### src/rtl/fbs_restore_ctrl_pkg.sv
`default_nettype none
// ============================================================================
// Module   : fbs_restore_ctrl_pkg
// Brief    : Shared constants and FSM encoding for the f-register restore path.
// Revision : 1.0  initial release
// ============================================================================
package fbs_restore_ctrl_pkg;

   localparam int NUM_REGS  = 16;
   localparam int REG_WIDTH = 16;
   localparam int FRAME_W   = NUM_REGS * REG_WIDTH;
   localparam int IDX_W     = 4;

   typedef enum logic [2:0] {
      ST_IDLE  = 3'd0,
      ST_REQ   = 3'd1,
      ST_WAIT  = 3'd2,
      ST_WRITE = 3'd3,
      ST_DONE  = 3'd4
   } state_t;

endpackage
`default_nettype wire

### src/rtl/fbs_restore_ctrl_frame_unloader.sv
`default_nettype none
// ============================================================================
// Module   : fbs_frame_unloader
// Brief    : Captured restore frame plus ascending register index.
// Revision : 1.0  initial release
// ============================================================================
module fbs_frame_unloader
   import fbs_restore_ctrl_pkg::*;
#(
   parameter int FRAME_REGS = NUM_REGS,
   parameter int SLICE_W    = REG_WIDTH
) (
   input  logic                          clk,
   input  logic                          reset,
   input  logic                          load_i,
   input  logic                          advance_i,
   input  logic [FRAME_REGS*SLICE_W-1:0] frame_i,
   output logic [SLICE_W-1:0]            slice_o,
   output logic [IDX_W-1:0]              idx_o,
   output logic                          last_o
);

   logic [FRAME_REGS*SLICE_W-1:0] frame_q, frame_d;
   logic [IDX_W-1:0]              idx_q, idx_d;

   // Index saturates at the last register so it never wraps mid-frame.
   always_comb begin
      frame_d = frame_q;
      idx_d   = idx_q;
      if (load_i) begin
         frame_d = frame_i;
         idx_d   = '0;
      end else if (advance_i && !last_o) begin
         idx_d = idx_q + 1'b1;
      end
   end

   always_ff @(posedge clk or posedge reset) begin
      if (reset) begin
         frame_q <= '0;
         idx_q   <= '0;
      end else begin
         frame_q <= frame_d;
         idx_q   <= idx_d;
      end
   end

   assign slice_o = frame_q[idx_q*SLICE_W +: SLICE_W];
   assign idx_o   = idx_q;
   assign last_o  = (idx_q == IDX_W'(FRAME_REGS - 1));

endmodule
`default_nettype wire

### src/rtl/fbs_restore_ctrl.sv
`default_nettype none
// ============================================================================
// Module   : fbs_restore_ctrl
// Brief    : Requests a frame from the backup stack and writes it back to the
//            f-register file one register per cycle while stalling the pipe.
// Revision : 1.0  initial release
// ============================================================================
module fbs_restore_ctrl #(
   parameter int                  NUM_REGS  = fbs_restore_ctrl_pkg::NUM_REGS,
   parameter int                  REG_WIDTH = fbs_restore_ctrl_pkg::REG_WIDTH,
   parameter logic [NUM_REGS-1:0] SKIP_MASK = '0
) (
   input  logic                          clk,
   input  logic                          reset,
   input  logic                          start,
   input  logic [15:0]                   fcc,
   input  logic                          restoreOut,
   input  logic [NUM_REGS*REG_WIDTH-1:0] frameIn,
   output logic                          fbsRestore,
   output logic                          regWrite,
   output logic [3:0]                    regNum,
   output logic [REG_WIDTH-1:0]          regData,
   output logic                          busy,
   output logic                          done,
   output logic                          underflow
);

   import fbs_restore_ctrl_pkg::state_t;
   import fbs_restore_ctrl_pkg::ST_IDLE;
   import fbs_restore_ctrl_pkg::ST_REQ;
   import fbs_restore_ctrl_pkg::ST_WAIT;
   import fbs_restore_ctrl_pkg::ST_WRITE;
   import fbs_restore_ctrl_pkg::ST_DONE;

   state_t               state_q, state_d;
   logic                 load, advance, last;
   logic [3:0]           idx;
   logic [REG_WIDTH-1:0] slice;

   fbs_frame_unloader #(
      .FRAME_REGS (NUM_REGS),
      .SLICE_W    (REG_WIDTH)
   ) u_unloader (
      .clk       (clk),
      .reset     (reset),
      .load_i    (load),
      .advance_i (advance),
      .frame_i   (frameIn),
      .slice_o   (slice),
      .idx_o     (idx),
      .last_o    (last)
   );

   always_ff @(posedge clk or posedge reset) begin
      if (reset) state_q <= ST_IDLE;
      else       state_q <= state_d;
   end

   // Outputs decode from the registered state so reset clears them at once.
   always_comb begin
      state_d    = state_q;
      fbsRestore = 1'b0;
      regWrite   = 1'b0;
      busy       = 1'b0;
      done       = 1'b0;
      underflow  = 1'b0;
      load       = 1'b0;
      advance    = 1'b0;
      case (state_q)
         ST_IDLE: begin
            if (start) begin
               if (fcc != 16'd0) state_d   = ST_REQ;
               else              underflow = 1'b1;
            end
         end
         ST_REQ: begin
            busy       = 1'b1;
            fbsRestore = 1'b1;
            state_d    = ST_WAIT;
         end
         ST_WAIT: begin
            busy = 1'b1;
            if (restoreOut) begin
               load    = 1'b1;
               state_d = ST_WRITE;
            end
         end
         ST_WRITE: begin
            busy     = 1'b1;
            regWrite = ~SKIP_MASK[idx];
            if (last) state_d = ST_DONE;
            else      advance = 1'b1;
         end
         ST_DONE: begin
            done    = 1'b1;
            state_d = ST_IDLE;
         end
         default: state_d = ST_IDLE;
      endcase
   end

   assign regNum  = idx;
   assign regData = slice;

endmodule
`default_nettype wire

### config.mk
export PLATFORM = sky130hd
export DESIGN_NAME = fbs_restore_ctrl
export DESIGN_NICKNAME = d
export VERILOG_FILES = /design/src/rtl/fbs_restore_ctrl_pkg.sv /design/src/rtl/fbs_restore_ctrl_frame_unloader.sv /design/src/rtl/fbs_restore_ctrl.sv
export SDC_FILE = /design/constraint.sdc
export NUM_CORES = 1
export LEC_CHECK = 0
export BUFFER_PORTS_ARGS = -buffer_cell sky130_fd_sc_hd__buf_4
export CAP_MARGIN = 20
export CORE_ASPECT_RATIO = 0.9
export CORE_MARGIN = 2
export CORE_UTILIZATION = 40
export CTS_CLUSTER_DIAMETER = 80
export DETAILED_ROUTE_END_ITERATION = 10
export GPL_TIMING_DRIVEN = 0
export PLACE_DENSITY_LB_ADDON = 0.12
export REMOVE_ABC_BUFFERS = 1
export SLEW_MARGIN = 5
export SYNTH_ARGS = -nofsm -noshare
export SYNTH_HDL_FRONTEND = slang
export SYNTH_SLANG_ARGS = --single-unit
### constraint.sdc
create_clock -name clk -period 10.6 [get_ports clk]
set_input_delay 1.06 -clock clk [delete_from_list [all_inputs] [get_ports clk]]
set_output_delay 1.06 -clock clk [all_outputs]
set_load 0.005 [all_outputs]
# After elaboration in Yosys (flattened, before gate mapping)
# Memory sizes are Yosys's and may differ from the RTL's.
# Cells that the tools add are included.
# totals
regBits	263
mem_bits_ro	16
inputBits	276
out_inout_bits	25
memories	1
# memory_table
name	words	word_bits	read_ports	rd_clocked_by_memory_dff	wr	line_no	rtl
(name not given)	16	1	1	0	0	fbs_restore_ctrl.sv:90	regWrite = ~SKIP_MASK[idx];
# classes
n_addsub	1
n_lt_le_gt_ge	1
eq_ne	9
shifts	1
n_mux	19
bitwise_logic	1
n_reduce_logical	7
# ops
cell	n
256-bit by 9-bit indexed part select with 16-bit output	1
16-bit nonzero test	1
1-bit 2-to-1 mux	12
3-bit 2-to-1 mux	4
3-bit case mux with 4 select lines	1
4-bit 2-to-1 mux	2
3-bit by 2-bit equality test with 1-bit output, second input constant	2
2-bit inequality test, second input constant	3
4-bit by 5-bit less-than comparator with 1-bit output, second input constant	1
4-bit by 1-bit adder with 4-bit output, second input constant	1
4-bit equality test, second input constant	1
4-bit AND reduction	1
3-bit by 1-bit equality test with 1-bit output, second input constant	1
3-bit equality test, second input constant	1
3-bit zero test	1
3-bit OR reduction	1
2-bit by 1-bit inequality test with 1-bit output, second input constant	1
2-bit nonzero test	1
1-bit logical AND	1
1-bit zero test	1
1-bit inverter	1

# Depth between registers and ports, before layout
# depth
word_depth	6
mapped_depth	6

# Modules after synthesis
# Synthesis repeated with hierarchy kept, for this count alone.
# hier_totals
cells_unflattened	763
hier_area_um2	11966.5
# modules_own_cells
mod	n_inst	cells_per_inst	area_each_um2	seq_area_each_um2
fbs_frame_unloader	1	734	11705.0	6506.2
fbs_restore_ctrl	1	29	261.5	75.1

# Worst setup path before layout
# No wires, ideal clock.
# synth_timing
kind	input to output
from	in fcc[8]
to	out underflow
t_arrival_ns	1.664
required_ns	9.540
slack_ns	7.876
path_stages	4
n_path_buf	0
path_cell_list	nor4_1 -> nand3_1 -> nor2_1 -> and2_1
# synth_between
elab_chain_cells	4
# synth_rtl
item	line_no	rtl
from (decl)	fbs_restore_ctrl.sv:16	input logic [15:0] fcc,
16-bit nonzero test	fbs_restore_ctrl.sv:72	if (fcc != 16'd0) state_d = ST_REQ;
1-bit 2-to-1 mux	fbs_restore_ctrl.sv:72	
1-bit 2-to-1 mux	fbs_restore_ctrl.sv:71	if (start) begin
1-bit 2-to-1 mux	fbs_restore_ctrl.sv:69	case (state_q)
to (decl)	fbs_restore_ctrl.sv:25	output logic underflow
# Every way passes these cells.

# Final worst setup path
# layout_timing
from	reg u_unloader.idx_q[0] (netlist: u_unloader.idx_o[0])
to	out regData[5]
# layout_between
elab_chain_cells	1
# layout_rtl
item	line_no	rtl
from (decl)	fbs_restore_ctrl_frame_unloader.sv:24	logic [IDX_W-1:0] idx_q, idx_d;
from (signal assigned)	fbs_restore_ctrl_frame_unloader.sv:44	idx_q <= idx_d;
256-bit by 9-bit indexed part select with 16-bit output	fbs_restore_ctrl_frame_unloader.sv:48	assign slice_o = frame_q[idx_q*SLICE_W +: SLICE_W];
to (decl)	fbs_restore_ctrl.sv:22	output logic [REG_WIDTH-1:0] regData,
# Every way passes these cells.

==> results by group <==
Clock tree
  – Clock sinks: 263
  – Cells resized by post-CTS repair: 0
  – Clk buf depth: 3
  – Number of CTS-inserted buffers: 30
  – H-tree depth: 1
  – Post-CTS Repair Setup Buffers: 0
  – Clock-pin slew on the worst setup and hold paths: 60 ps
  – Latest clock arrival within the worst-skew pair: 550 ps
  – Clk Tree Root Cell: clkbuf_16
  – Hold-fix buffer count after cts: 0
  – CTS tree: done

Global routing
  – Initial antenna violation count: 1
  – Vias in the first global route: 7986
  – First-pass GRT wire length: 45300 microns
  – Grt total ovfl: 0
  – Largest net degree at the start of global routing: 107
  – GRT Overall Usage: 18.9%

Die
  – Die ar.: 30800 sq um
  – Initial Util: 40.7%
  – # rows: 59
  – Chip width: 185 microns
  – Chip height: 167 microns
  – Core Region: 28900 sq um
  – Ports: 301

Status
  – Status: finished clean

Critical path
  – CP required: 9540 ps
  – Critical Path AT: 2740 ps
  – CP max FO: 32
  – R2R Setup Slk: 7450 ps
  – Top delay family on crit path: buffers and inverters
  – Crit path buffers/inverters: 3
  – Crit path largest cell delay: 570 ps
  – RR Endpoint: u_unloader.frame_q[52]
  – WS Path Type: reg2out
  – Crit end category: primary output
  – Crit-path cells: buf_16 -> buf_16 -> mux4_2 -> a22oi_1 -> nand2_1 -> buf_4
  – Reg2Reg Depth: 10
  – Reg-to-Reg Start: state_q[1]
  – Setup crit start kind: flop
  – Crit path top cell by count: buf_16
  – Slowest CP cell: dfrtp_4

Placed design
  – DP Cell Count: 1395
  – GPL Wtd Cong: 0.705
  – Hpwl dp: 20500 microns
  – Port Buf Inserts: 300
  – DP Worst Slack: 6810 ps

Drt
  – M1 wire length: 12700 microns
  – Final wirelength: 28600 microns
  – Avg WL per Cell: 19.7 microns
  – DR vias/cell: 5.07
  – Vias: 7353
  – Detail Route Antenna Nets: 0
  – DR WL met3: 2570 microns
  – Top sig layer: met4
  – Initial DRC Count: 244
  – DRC: 0
  – Pre-Repair DR Iteration Count: 5
  – Routed wl met2: 12900 microns

Timing
  – Fin. max-slew vios: 0
  – Setup TNS: 0 ps
  – Max Freq: 263 MHz
  – Final setup margin: 6800 ps
  – Fin Hold WS: 478 ps
  – Final count of negative-setup-slack endpoints: 0
  – Min Tclk post-route: 3800 ps
  – Skew final: 8.11 ps
  – Worst slew margin: 42.9%
  – Final period util: 35.9%
  – Worst-Margin Slew: 854 ps
  – Fin. Hold Viols: 0
  – RSZ-0062 raised after global routing: false

Power and ir drop
  – Max rail drop VDD: 0.000181 V
  – Power per standard cell area: 286 nW/um^2
  – LEAKAGE: 6.94 nW

Cells and area
  – Layout Nets: 1308
  – Final Non-Filler Cells: 1450
  – Finished Core Util: 54.5%
  – Commonest non-fill, non-tap cell in the layout: buf_4
  – Layout cells sized above 1: 47.6%
  – Synthesis-to-finish area growth: 33.9%
  – Commonest cells after routing, fill and taps aside: 300 x buf_4, 261 x dfrtp_1, 196 x mux2_1, 64 x mux4_2, 60 x mux2_2

Synth
  – Number of synthesized register bits: 263
  – Mean post-synth cell area: 16.3 sq um
  – Unique masters post-synth: 26
  – Mapped Area: 11800 sq um
  – Mapped Cells: 723
  – Synth warnings: 0
  – Sequential fraction of the synthesis area: 55.9%

Worst hold path
  – Hold Path Stages: 1
  – Hold Crit Class: reg2reg
  – WHS Endpoint: u_unloader.frame_q[172]
  – Hold_sp: u_unloader.frame_q[172]

Run
  – Max Cap Violations: 0
## logic make-up after synthesis
group           share of synthesized area (%)
compound gates                           2.29
xor+xnor                                0.223
fa+ha+maj                               0.106
buf+inv                                  2.69
flops                                    55.9
mux                                      36.9
simple gates                             1.86
## worst reg2reg max path, delay by kind of cell, from the launching register on
kind,cells,cell delay (ps)
multiplexers,1,360
flip-flops,1,490
buffers and inverters,7,1380
AND/OR/NAND/NOR,2,810
## stage by stage
stage | cell area [sq um] | total power (W)
after floorplan | 11500 | 0.00292
after global placement | 14200 | 0.00350
after detailed placement | 14800 | 0.00355
after CTS | 15800 | 0.00458
after global routing | 15800 | 0.00481
final | 15800 | 0.00451
## where the power goes
group | leakage, nW | internal [W] | switching [W]
sequential | 3.11 | 0.00152 | 0.000275
clock | 0.467 | 0.000600 | 0.000403
combinational | 3.36 | 0.00107 | 0.000637
## state kept, by name, summed over array words and instances, names as in the netlist
register	count
state_q	3
u_unloader.frame_q	256
u_unloader.idx_o	4
## cell usage after synthesis (all sizes together)
library cell  instances  area [sq um]
a211oi                1          7.51
a21oi                 1          5.00
a22oi                32           240
and2                  3          18.8
buf                  42           275
clkbuf                8          30.0
dfrtp               263          6580
ha                    1          12.5
inv                   3          11.3
mux2                256          2880
mux2i                 2          20.0
mux4                 64          1440
nand2                20          75.1
nand3                 2          10.0
nand3b                1          7.51
nor2                  9          33.8
nor2b                 2          12.5
nor3                  2          21.3
nor3b                 2          15.0
nor4                  4          25.0
o21a                  1          7.51
o41ai                 1          8.76
xnor2                 3          26.3
## area by class of cell
class	instances	area (sq um)
Tap cell	396	495
Clock buffer	47	896
Inverter	3	18.8
Fill cell	2480	13200
Sequential cell	263	6590
Timing Repair Buffer	326	2820
Antenna cell	1	2.50
Multi-Input combinational cell	407	4880
Clock inverter	7	65.1
## layer usage
layer  GRT usage (%)  vias up
li1                -     3334
met4            3.52        0
met3            6.06       30
met5               0        -
met1            26.4     3758
met2            29.3      231
## worst max-delay path by stage
stage | startpoint | slack (ps) | end | depth (start not counted)
after detailed placement | restoreOut | 6810 | u_unloader.frame_q[52] | 11
after CTS | u_unloader.idx_o[0] | 6720 | regData[5] | 6
after global routing | u_unloader.idx_o[0] | 6600 | regData[12] | 6
after floorplan | reset | 2300 | state_q[0] | 1
final | u_unloader.idx_o[0] | 6800 | regData[5] | 6
after global placement | reset | -1260 | u_unloader.frame_q[43] | 2
Power figures use the tool's default switching activity.
